<file path="config.mk">
export PLATFORM = sky130hd
export DESIGN_NAME = fetch_predict_stage
export DESIGN_NICKNAME = d
export VERILOG_FILES = /design/src/rtl/fetch_predict_stage.sv
export SDC_FILE = /design/constraint.sdc
export NUM_CORES = 1
export LEC_CHECK = 0
export CORE_UTILIZATION = 55
export CTS_CLUSTER_DIAMETER = 30
export DETAILED_ROUTE_END_ITERATION = 8
export PLACE_DENSITY = 0.87
export SETUP_SLACK_MARGIN = 0.1
export SLEW_MARGIN = 5
export SYNTH_ARGS = -nofsm -noshare
export SYNTH_HDL_FRONTEND = slang
export SYNTH_SLANG_ARGS = --single-unit
</file>
<file path="constraint.sdc">
create_clock -name clock -period 7.49 [get_ports clock]
set_input_delay 1.498 -clock clock [delete_from_list [all_inputs] [get_ports clock]]
set_output_delay 1.498 -clock clock [all_outputs]
set_load 0.02 [all_outputs]
</file>
<file path="src/rtl/fetch_predict_stage.sv">
// Instruction-fetch stage: PC ownership, branch predecode, 2-bit BHT prediction
// and the IF/ID pipeline register, with ID jump and EX mispredict redirects.
module fetch_predict_stage #(
    parameter logic [31:0] RESET_PC = 32'h0000_0000,
    parameter int unsigned BHT_BITS = 6
) (
    input  logic        clock,
    input  logic        reset,
    input  logic        stall,
    input  logic [31:0] instrData,
    input  logic        jumpID,
    input  logic [31:0] jumpTargetID,
    input  logic        resolveValid,
    input  logic [31:0] resolvePC,
    input  logic        resolveTaken,
    input  logic        resolvePrediction,
    input  logic [31:0] resolveTarget,
    output logic [31:0] instrAddr,
    output logic [31:0] pcPlus4IFID,
    output logic [31:0] instructionROMOutIFID,
    output logic        predictionIFID,
    output logic        validIFID,
    output logic        mispredict
);

    localparam int unsigned XLEN        = 32;
    localparam int unsigned BHT_ENTRIES = 1 << BHT_BITS;
    localparam logic [1:0]  CTR_WEAK_NT = 2'b01;
    localparam logic [1:0]  CTR_MAX     = 2'b11;
    localparam logic [1:0]  CTR_MIN     = 2'b00;

    typedef struct packed {
        logic [XLEN-1:0] pc_plus4;
        logic [XLEN-1:0] instr;
        logic            prediction;
        logic            valid;
    } ifid_t;

    logic [XLEN-1:0]     pc_q;
    logic [XLEN-1:0]     pc_d;
    logic [XLEN-1:0]     pc_plus4;
    logic [XLEN-1:0]     branch_offset;
    logic [XLEN-1:0]     branch_target;
    logic [XLEN-1:0]     correct_pc;
    logic [5:0]          opcode;
    logic                is_branch;
    logic                predict_taken;
    logic [BHT_BITS-1:0] fetch_idx;
    logic [BHT_BITS-1:0] resolve_idx;
    logic [1:0]          fetch_ctr;
    logic [1:0]          resolve_ctr;
    logic [1:0]          resolve_ctr_next;
    logic [1:0]          bht_q [BHT_ENTRIES];
    ifid_t               ifid_q;
    ifid_t               ifid_d;

    // Predecode: beq/bne/blez/bgtz occupy opcodes 4..7
    always_comb begin
        opcode        = instrData[31:26];
        is_branch     = (opcode[5:2] == 4'b0001);
        pc_plus4      = pc_q + XLEN'(4);
        branch_offset = {{14{instrData[15]}}, instrData[15:0], 2'b00};
        branch_target = pc_plus4 + branch_offset;
        fetch_idx     = pc_q[BHT_BITS+1:2];
        fetch_ctr     = bht_q[fetch_idx];
        predict_taken = is_branch & fetch_ctr[1];
    end

    // EX resolution: flush request and architecturally correct PC
    assign mispredict = resolveValid & (resolveTaken ^ resolvePrediction);
    assign correct_pc = resolveTaken ? resolveTarget : (resolvePC + XLEN'(4));

    // Next PC / IF/ID selection; an older mispredict beats stall, stall beats jump
    always_comb begin
        pc_d   = pc_q;
        ifid_d = ifid_q;
        if (mispredict) begin
            pc_d   = correct_pc;
            ifid_d = '0;
        end else if (!stall) begin
            if (jumpID) begin
                pc_d   = jumpTargetID;
                ifid_d = '0;
            end else begin
                pc_d              = predict_taken ? branch_target : pc_plus4;
                ifid_d.pc_plus4   = pc_plus4;
                ifid_d.instr      = instrData;
                ifid_d.prediction = predict_taken;
                ifid_d.valid      = 1'b1;
            end
        end
    end

    always_ff @(posedge clock or negedge reset) begin
        if (!reset) begin
            pc_q   <= RESET_PC;
            ifid_q <= '0;
        end else begin
            pc_q   <= pc_d;
            ifid_q <= ifid_d;
        end
    end

    // Saturating counter update for the resolving branch
    always_comb begin
        resolve_idx = resolvePC[BHT_BITS+1:2];
        resolve_ctr = bht_q[resolve_idx];
        if (resolveTaken) begin
            resolve_ctr_next = (resolve_ctr == CTR_MAX) ? CTR_MAX : resolve_ctr + 2'd1;
        end else begin
            resolve_ctr_next = (resolve_ctr == CTR_MIN) ? CTR_MIN : resolve_ctr - 2'd1;
        end
    end

    // Training ignores stall/flush; fetch reads the pre-update value this cycle
    always_ff @(posedge clock or negedge reset) begin
        if (!reset) begin
            for (int unsigned i = 0; i < BHT_ENTRIES; i++) begin
                bht_q[BHT_BITS'(i)] <= CTR_WEAK_NT;
            end
        end else if (resolveValid) begin
            bht_q[resolve_idx] <= resolve_ctr_next;
        end
    end

    assign instrAddr             = pc_q;
    assign pcPlus4IFID           = ifid_q.pc_plus4;
    assign instructionROMOutIFID = ifid_q.instr;
    assign predictionIFID        = ifid_q.prediction;
    assign validIFID             = ifid_q.valid;

endmodule
</file>
**Word level (Yosys, flattened, before mapping)**

Cells that the tools add are included.

- Bits of input ports: 135
- Word-level logic and storage cells: 107
- Bits in registers: 226

- Add/sub/neg operators: 5
- Bitwise operators: 5
- Order comparisons: 3
- Reductions and logical operators: 2
- Eq/ne operators: 3
- Multiplexer cells: 20

Operator list:

| operator | count |
|---|---|
| two-way mux 66 bit | 3 |
| two-way mux 32 bit | 5 |
| bitwise mux 128 bit | 1 |
| adder 32 x 3 -> 32 bit (second input constant) | 2 |
| adder 32 bit | 1 |
| binary-select mux 2 bit (select 6 bit) | 2 |
| two-way mux 2 bit | 8 |
| greater-or-equal comparator 7 bit (second input constant) | 2 |
| inverter 6 -> 7 bit | 2 |
| demux 2 bit (select 6 bit) | 1 |
| less-than comparator 7 x 1 -> 1 bit (second input constant) | 1 |
| equality test 4 x 1 -> 1 bit (second input constant) | 1 |
| adder 2 x 1 -> 2 bit (second input constant) | 1 |
| AND 1 bit | 2 |
| equality test 2 bit (second input constant) | 1 |
| zero test 2 bit | 1 |
| != test 2 x 1 -> 1 bit (second input constant) | 1 |
| subtractor 2 x 1 -> 2 bit (second input constant) | 1 |
| logical AND 1 bit | 1 |
| bitwise XOR 1 bit | 1 |

**Logic depth before layout (Yosys ltp)**

Gate-level depths: netlist of run 1.

- Depth in word-level cells: 9
- Gate-level depth with buffers: 18
- Mapped depth without buffers: 17

**Worst setup path after synthesis of run 1**

Ideal clock, no wire load.

- Path kind: input -> output
- Start point: input port resolveTaken
- End point: output port mispredict
- Required time: 5.992 ns
- Data arrival time: 2.592 ns
- Path slack: 3.400 ns
- Buffers on the path: 2
- Cell stages on the path: 5
- Cell sequence: clkbuf_1 xor2_1 nand2_1 clkinv_1 clkbuf_1

- Word-level cells in the longest chain between the ends: 2

Ends and longest elaborated chain:

| element | RTL line | text |
|---|---|---|
| start, declared | 15 | `input logic resolveTaken,` |
| bitwise XOR 1 bit | 70 | `assign mispredict = resolveValid & (resolveTaken ^ resolvePrediction);` |
| AND 1 bit | 70 |  |
| end, declared | 23 | `output logic mispredict` |

Every way passes these cells.

**Worst setup path in the final report of run 1**

- Start point: input port resolveValid
- End point: output port mispredict

- Word-level cells in the longest chain between the ends: 1

Ends and longest elaborated chain:

| element | RTL line | text |
|---|---|---|
| start, declared | 13 | `input logic resolveValid,` |
| AND 1 bit | 70 |  |

Every way passes these cells.

==> results.sh, run 1 <==
export IMPL_dr_pass1_iters=8
export IMPL_synth_async_reset_ratio_pct=100
export IMPL_num_vias=13600
export IMPL_worstHoldPathCells=2
export IMPL_drive_gt1_share_pct=17.4
export IMPL_grt_util_met2_pct=60.8
export IMPL_min_delay_worst_endpoint="pcPlus4IFID[23]"
export IMPL_max_freq_mhz=187
export IMPL_grt_pass1_vias=13500
export IMPL_p_int_mw=3.77
export IMPL_finalSetupViolations=0
export IMPL_ys_top_cells_by_area="dfrtp_1 (29%), dfstp_2 (12%), mux2_2 (5.9%), nand2_1 (5.6%), mux4_2 (3.8%)"
export IMPL_rsz0062_at_grt="no"
export IMPL_drtAntennaViolNets=0
export IMPL_finalClockSkew_ps=24.6
export IMPL_area_delta_synth_final_pct=30.7
export IMPL_ctsRootBufferMaster="clkbuf_16"
export IMPL_cts_htree_levels=2
export IMPL_ys_types=86
export IMPL_grt_start_max_net_pins=89
export IMPL_grt_busiest_layer="met2"
export IMPL_cp_end_kind="primary output"
export IMPL_yosys_warnings=0
export IMPL_top_cell_type_s_share_of_synthesized_area_pct=28.5
export IMPL_wire_length_reported_by_the_detailed_router_um=49000
export IMPL_combinationalPowerShare_pct=23.8
export IMPL_synth_area_um2=14200
export IMPL_synthesis_area_per_instance_um2=9.57
export IMPL_holdCritPathClass="register to register"
export IMPL_wl_per_cell_um=23.7
export IMPL_ys_ff_latch=226
export IMPL_post_route_period_util_pct=71.4
export IMPL_synth_edf_count=0
export IMPL_place_hpwl_um=33500
export IMPL_drt_drc_violations_left=0
export IMPL_layout_area_seq_um2=5740
export IMPL_global_routing_met3_resource_utilization_pct=8.07
export IMPL_nFillCells=1732
export IMPL_routabilityCongestion=0.995
export IMPL_timing_hold_violations_final=0
export IMPL_max_vdd_ir_drop_v=0.000307
export IMPL_netSwitchingFraction_pct=30.5
export IMPL_path_clk_slew_ps=40
export IMPL_worst_hold_startpoint="pcPlus4IFID[23]"
export IMPL_post_cts_hold_buffer_count=0
export IMPL_r2r_cells=14
export IMPL_final_setup_tns_ps=0
export IMPL_cts_resized_gates=0
export IMPL_crit_reg2reg_capture="instrAddr[31]"
export IMPL_number_of_top_level_pins=234
export IMPL_tritoncts_clock_tree="built"
export IMPL_port_bufs=233
export IMPL_synth_fp_nets=1658
export IMPL_regToRegSetupSlack_ps=2570
export IMPL_design_final_nets=1868
export IMPL_power_per_cell_area_nw_per_um2=292
export IMPL_cp_slowest_stage_delay_ps=690
export IMPL_start_util_pct=56.2
export IMPL_status="finished, final reports clean"
export IMPL_regToRegStartpoint="instrAddr[5]"
export IMPL_worstPathCellList="clkdlybuf4s50_1, nand2_1, buf_4, clkinv_1, buf_4, clkdlybuf4s50_1"
export IMPL_tritoncts_num_buffers=52
export IMPL_clock_power_share_pct=46.7
export IMPL_multi_input_comb_area_um2=7900
export IMPL_grt_first_pass_wirelength_um=75400
export IMPL_ys_seq_area_share_pct=40.4
export IMPL_worst_path_max_fanout=45
export IMPL_die_height_um=163
export IMPL_final_period_minus_worst_setup_slack_ps=5350
export IMPL_drv_cap=0
export IMPL_worst_skew_pair_late_latency_ps=560
export IMPL_report_final_slew_viol_count=0
export IMPL_fin_worst_hold_slack_ps=473
export IMPL_power_net_switching_mw=1.66
export IMPL_worst_ep_arrival_time_ps=3850
export IMPL_seq_power_share_pct=29.5
export IMPL_max_slew_worst_pin_slew_ps=1270
export IMPL_slew_headroom_pct=14.7
export IMPL_grt_antenna_before_repair=2
export IMPL_p_leak_nw=7.80
export IMPL_timing_critical_path_from_type="input pin"
export IMPL_die_width_um=163
export IMPL_detailedRoute_firstIterationViolations=1718
export IMPL_ys_flop_type="dfrtp_1"
export IMPL_syn_inst=1485
export IMPL_groute_layer_met1_usage_pct=45.1
export IMPL_floorplan_die_area_um2=26500
export IMPL_vias_per_cell=6.54
export IMPL_rows=58
export IMPL_synth_largest_area_cell="dfrtp_1"
export IMPL_grt_util_all_layers_pct=37.0
export IMPL_area_of_the_core_um2=25300
export IMPL_postCtsSetupBuffers=0
export IMPL_cts_path_max_buffers=3
export IMPL_critPathKind="input pin to primary output"
export IMPL_overflow=0
export IMPL_slowest_stage="clkdlybuf4s50_1"
export IMPL_tritoncts_num_sinks=226
export IMPL_cp_data_required_time_ps=5990
layout make-up:
| type | count | share of cell area, % |
|---|---|---|
| antenna | 2 | 0.0270 |
| clock inverter | 35 | 2.98 |
| timing repair buffer | 251 | 13.3 |
| sequential | 226 | 30.9 |
| tap | 330 | 2.22 |
| clock buffer | 63 | 7.61 |
| inverter | 24 | 0.485 |
| multi-input combinational | 1140 | 42.5 |
power by group through the flow:
stage / clock network (mW) / registers (mW) / logic, mW
detailed placement: 0 / 1.60 / 1.26
global placement: 0 / 1.60 / 1.23
finish: 2.53 / 1.60 / 1.29
floorplan: 0 / 1.62 / 0.766
CTS: 2.54 / 1.59 / 1.27
global route: 2.60 / 1.62 / 1.38
critical path: cells and delay by family:
kind	cells	cell delay, ps
and+or+nand+nor	1	160
buffers and inverters	5	2170
metal layers:
metal	vias to the layer above	part of all wire, %	wire length (um)
met5	-	0.016	8
met4	2	5.9	2910
met2	955	47	23100
li1	5873	-	-
met1	6497	36	17600
met3	224	11	5410
per-stage QoR:
stage,cells,utilization [%],cell area [um2],setup slack [ps],power [mW]
global placement,1971,65.7,16600,2080,2.82
floorplan,1485,-,14200,3400,2.38
global route,2070,73.5,18600,2100,5.59
detailed placement,1971,65.7,16600,2000,2.86
CTS,2069,73.5,18600,2190,5.40
finish,2071,73.5,18600,2140,5.42
synth_stat cells, types with 41 or more instances:
library cell and count:
nand3_1 47, o21ai_0 81, clkbuf_1 45, a22o_1 54, mux2i_1 41, dfrtp_1 162, mux2_2 74, a21oi_1 91
xnor2_1 44, dfstp_2 64, nor2_1 107, nand2_1 211
cells in the final DEF, fill, tap and decap left out, types with 37 or more instances in the layout:
cell / count
clkbuf_16: 52
a22o_1: 54
mux2_2: 74
ha_1: 37
o21ai_0: 81
dfstp_2: 64
xnor2_1: 44
nand2_1: 211
nand3_1: 47
clkdlybuf4s50_1: 230
mux2i_1: 41
dfrtp_1: 162
a21oi_1: 91
nor2_1: 105
cell families (layout without fill, tap and decap cells):
| family | after synthesis | count (layout) | share of synthesized area (%) |
|---|---|---|---|
| AO/OA/AOI/OAI | 399 | 399 | 18.6 |
| XOR/XNOR | 78 | 78 | 4.81 |
| adder cells (fa/ha/maj) | 39 | 39 | 3.48 |
| buffers and inverters | 119 | 373 | 4.22 |
| flip-flops | 226 | 226 | 40.4 |
| multiplexers | 143 | 143 | 12.9 |
| other | 0 | 2 | 0 |
| AND/OR/NAND/NOR | 481 | 481 | 15.6 |
state kept, by name (all words and copies together) (netlist names):
register	count
instrAddr	32
bht_q	128
validIFID	1
instructionROMOutIFID	32
predictionIFID	1
pcPlus4IFID	32
how the worst max path moves through the flow:
stage                  from  slack (ps)         end
2_1_floorplan  resolveTaken        3400  mispredict
3_3_place_gp   resolvePC[4]        2080  bht_q[121]
3_5_place_dp   resolvePC[4]        2000  bht_q[119]
4_1_cts        resolveValid        2190  mispredict
5_1_grt        resolveTaken        2100  mispredict
6_report       resolveValid        2140  mispredict
Note: power is estimated with default switching activity, not from simulation.
==> run 2: changes to the inputs <==
- clock period: 7.49 -> 5.38 ns (I/O delays scaled with it)
==> results.sh, run 2 (synthesis results as in run 1) <==
export IMPL_worstHoldPathCells=2
export IMPL_max_freq_mhz=218
export IMPL_cp_slowest_stage_delay_ps=450
export IMPL_worstPathCellList="buf_4, nand3_1, nor2_1, and3_1, nand2_1, xnor2_1, ha_1, a21oi_1, o21bai_1, o41a_1, a22oi_2, nor2_1, a2111o_1, and4bb_1, o41ai_2"
export IMPL_overflow=0
export IMPL_tritoncts_clock_tree="built"
export IMPL_die_width_um=163
export IMPL_drv_cap=0
export IMPL_final_cell_mix="clkdlybuf4s50_1 (230), nand2_1 (211), dfrtp_1 (162)"
export IMPL_crit_cells=15
export IMPL_nFillCells=1758
export IMPL_regToRegStartpoint="instrAddr[3]"
export IMPL_start_util_pct=56.2
export IMPL_wl_per_cell_um=23.4
export IMPL_worst_path_max_fanout=25
export IMPL_cp_buffers_inverters=1
export IMPL_r2r_cells=15
export IMPL_floorplan_die_area_um2=26500
export IMPL_power_per_cell_area_nw_per_um2=375
export IMPL_slowest_stage="nor2_1"
export IMPL_cts_resized_gates=0
export IMPL_crit_reg2reg_capture="instrAddr[31]"
export IMPL_design_final_nets=1877
export IMPL_detailedRoute_firstIterationViolations=2018
export IMPL_timing_critical_path_from_type="register"
export IMPL_number_of_top_level_pins=234
export IMPL_layout_area_seq_um2=5740
export IMPL_final_setup_tns_ps=0
export IMPL_place_hpwl_um=34300
export IMPL_worst_ep_arrival_time_ps=5040
export IMPL_postCtsSetupBuffers=0
export IMPL_regToRegSetupSlack_ps=790
export IMPL_finalSetupViolations=0
export IMPL_p_leak_nw=7.68
export IMPL_num_vias=13600
export IMPL_critPathKind="register to register"
export IMPL_timing_critical_path_from="instrAddr[3]"
export IMPL_cts_path_max_buffers=3
export IMPL_drtAntennaViolNets=0
export IMPL_endpoint="instrAddr[31]"
export IMPL_drt_drc_violations_left=0
export IMPL_cp_data_required_time_ps=5830
export IMPL_rsz0062_at_grt="no"
export IMPL_post_route_period_util_pct=85.4
export IMPL_report_final_slew_viol_count=0
export IMPL_worst_path_dominant_cell_family="compound AO/OA/AOI/OAI gates"
export IMPL_die_height_um=163
export IMPL_most_common_cell_after_layout_fill_and_taps_aside="clkdlybuf4s50_1"
export IMPL_grt_first_pass_wirelength_um=75100
export IMPL_port_bufs=233
export IMPL_cpMostUsedCell="nor2_1"
export IMPL_area_delta_synth_final_pct=28.7
export IMPL_cp_end_kind="register"
export IMPL_grt_pass1_vias=13500
export IMPL_tritoncts_num_buffers=46
export IMPL_tritoncts_num_sinks=226
export IMPL_grt_antenna_before_repair=4
export IMPL_multi_input_comb_area_um2=7890
export IMPL_ctsRootBufferMaster="clkbuf_16"
export IMPL_fin_worst_hold_slack_ps=489
export IMPL_post_cts_hold_buffer_count=0
export IMPL_rows=58
export IMPL_largest_register="bht_q"
export IMPL_cts_htree_levels=2
export IMPL_max_slew_worst_pin_slew_ps=1130
export IMPL_slew_headroom_pct=25.0
export IMPL_dr_pass1_iters=7
export IMPL_worst_skew_pair_late_latency_ps=550
export IMPL_drive_gt1_share_pct=17.6
export IMPL_routabilityCongestion=0.981
export IMPL_finalClockSkew_ps=31.5
export IMPL_area_of_the_core_um2=25300
export IMPL_timing_hold_violations_final=0
export IMPL_grt_start_max_net_pins=124
export IMPL_max_vdd_ir_drop_v=0.000276
export IMPL_final_period_minus_worst_setup_slack_ps=4590
export IMPL_flip_flop_count_of_the_largest_register_all_copies_and_words_added=128
export IMPL_wire_length_reported_by_the_detailed_router_um=48600
export IMPL_path_clk_slew_ps=50
export IMPL_grt_util_all_layers_pct=36.7
export IMPL_holdCritPathClass="register to register"
export IMPL_status="finished, final reports clean"
export IMPL_vias_per_cell=6.57
-- run 2: worst min path at each step --
stage,from,endpoint,slack (ps)
2_1_floorplan,bht_q[53],bht_q[53],460
3_3_place_gp,predictionIFID,predictionIFID,460
3_5_place_dp,predictionIFID,predictionIFID,470
4_1_cts,pcPlus4IFID[5],pcPlus4IFID[5],490
5_1_grt,pcPlus4IFID[19],pcPlus4IFID[19],510
6_report,pcPlus4IFID[5],pcPlus4IFID[5],490
-- run 2: worst min-delay path, stage by stage (launching register included) --
cell and delay, ps:
dfrtp_1 340, nand2_1 50, o21ai_0 60
-- run 2: routing by layer --
metal,vias up,GRT usage (%),part of all wire (%)
li1,5880,-,-
met1,6528,44.8,36
met2,968,59.2,47
met3,243,9.88,12
met4,4,19.8,5.8
met5,-,0,0.056
-- run 2: cell type report --
class | count | area share (%)
antenna | 3 | 0.0411
tap | 330 | 2.26
inverter | 24 | 0.493
sequential | 226 | 31.4
multi-input combinational | 1140 | 43.2
clock inverter | 34 | 1.88
clock buffer | 52 | 6.64
timing repair buffer | 266 | 14.2
-- run 2: metrics by stage --
stage / utilization [%] / std cells / worst slack, ps / area [um2] / total power, mW
5_1_grt: 72.4 / 2074 / 505 / 18300 / 7.10
3_5_place_dp: 66.2 / 1986 / 695 / 16700 / 4.00
3_3_place_gp: 66.2 / 1986 / 749 / 16700 / 3.94
2_1_floorplan: - / 1485 / 1430 / 14200 / 3.32
4_1_cts: 72.4 / 2072 / 826 / 18300 / 6.82
6_report: 72.4 / 2075 / 786 / 18300 / 6.86
-- run 2: power by group --
part / switching, mW / total (mW) / internal (mW)
registers: 0.233 / 2.23 / 2.00
logic: 1.00 / 1.81 / 0.804
clock network: 1.02 / 2.82 / 1.80
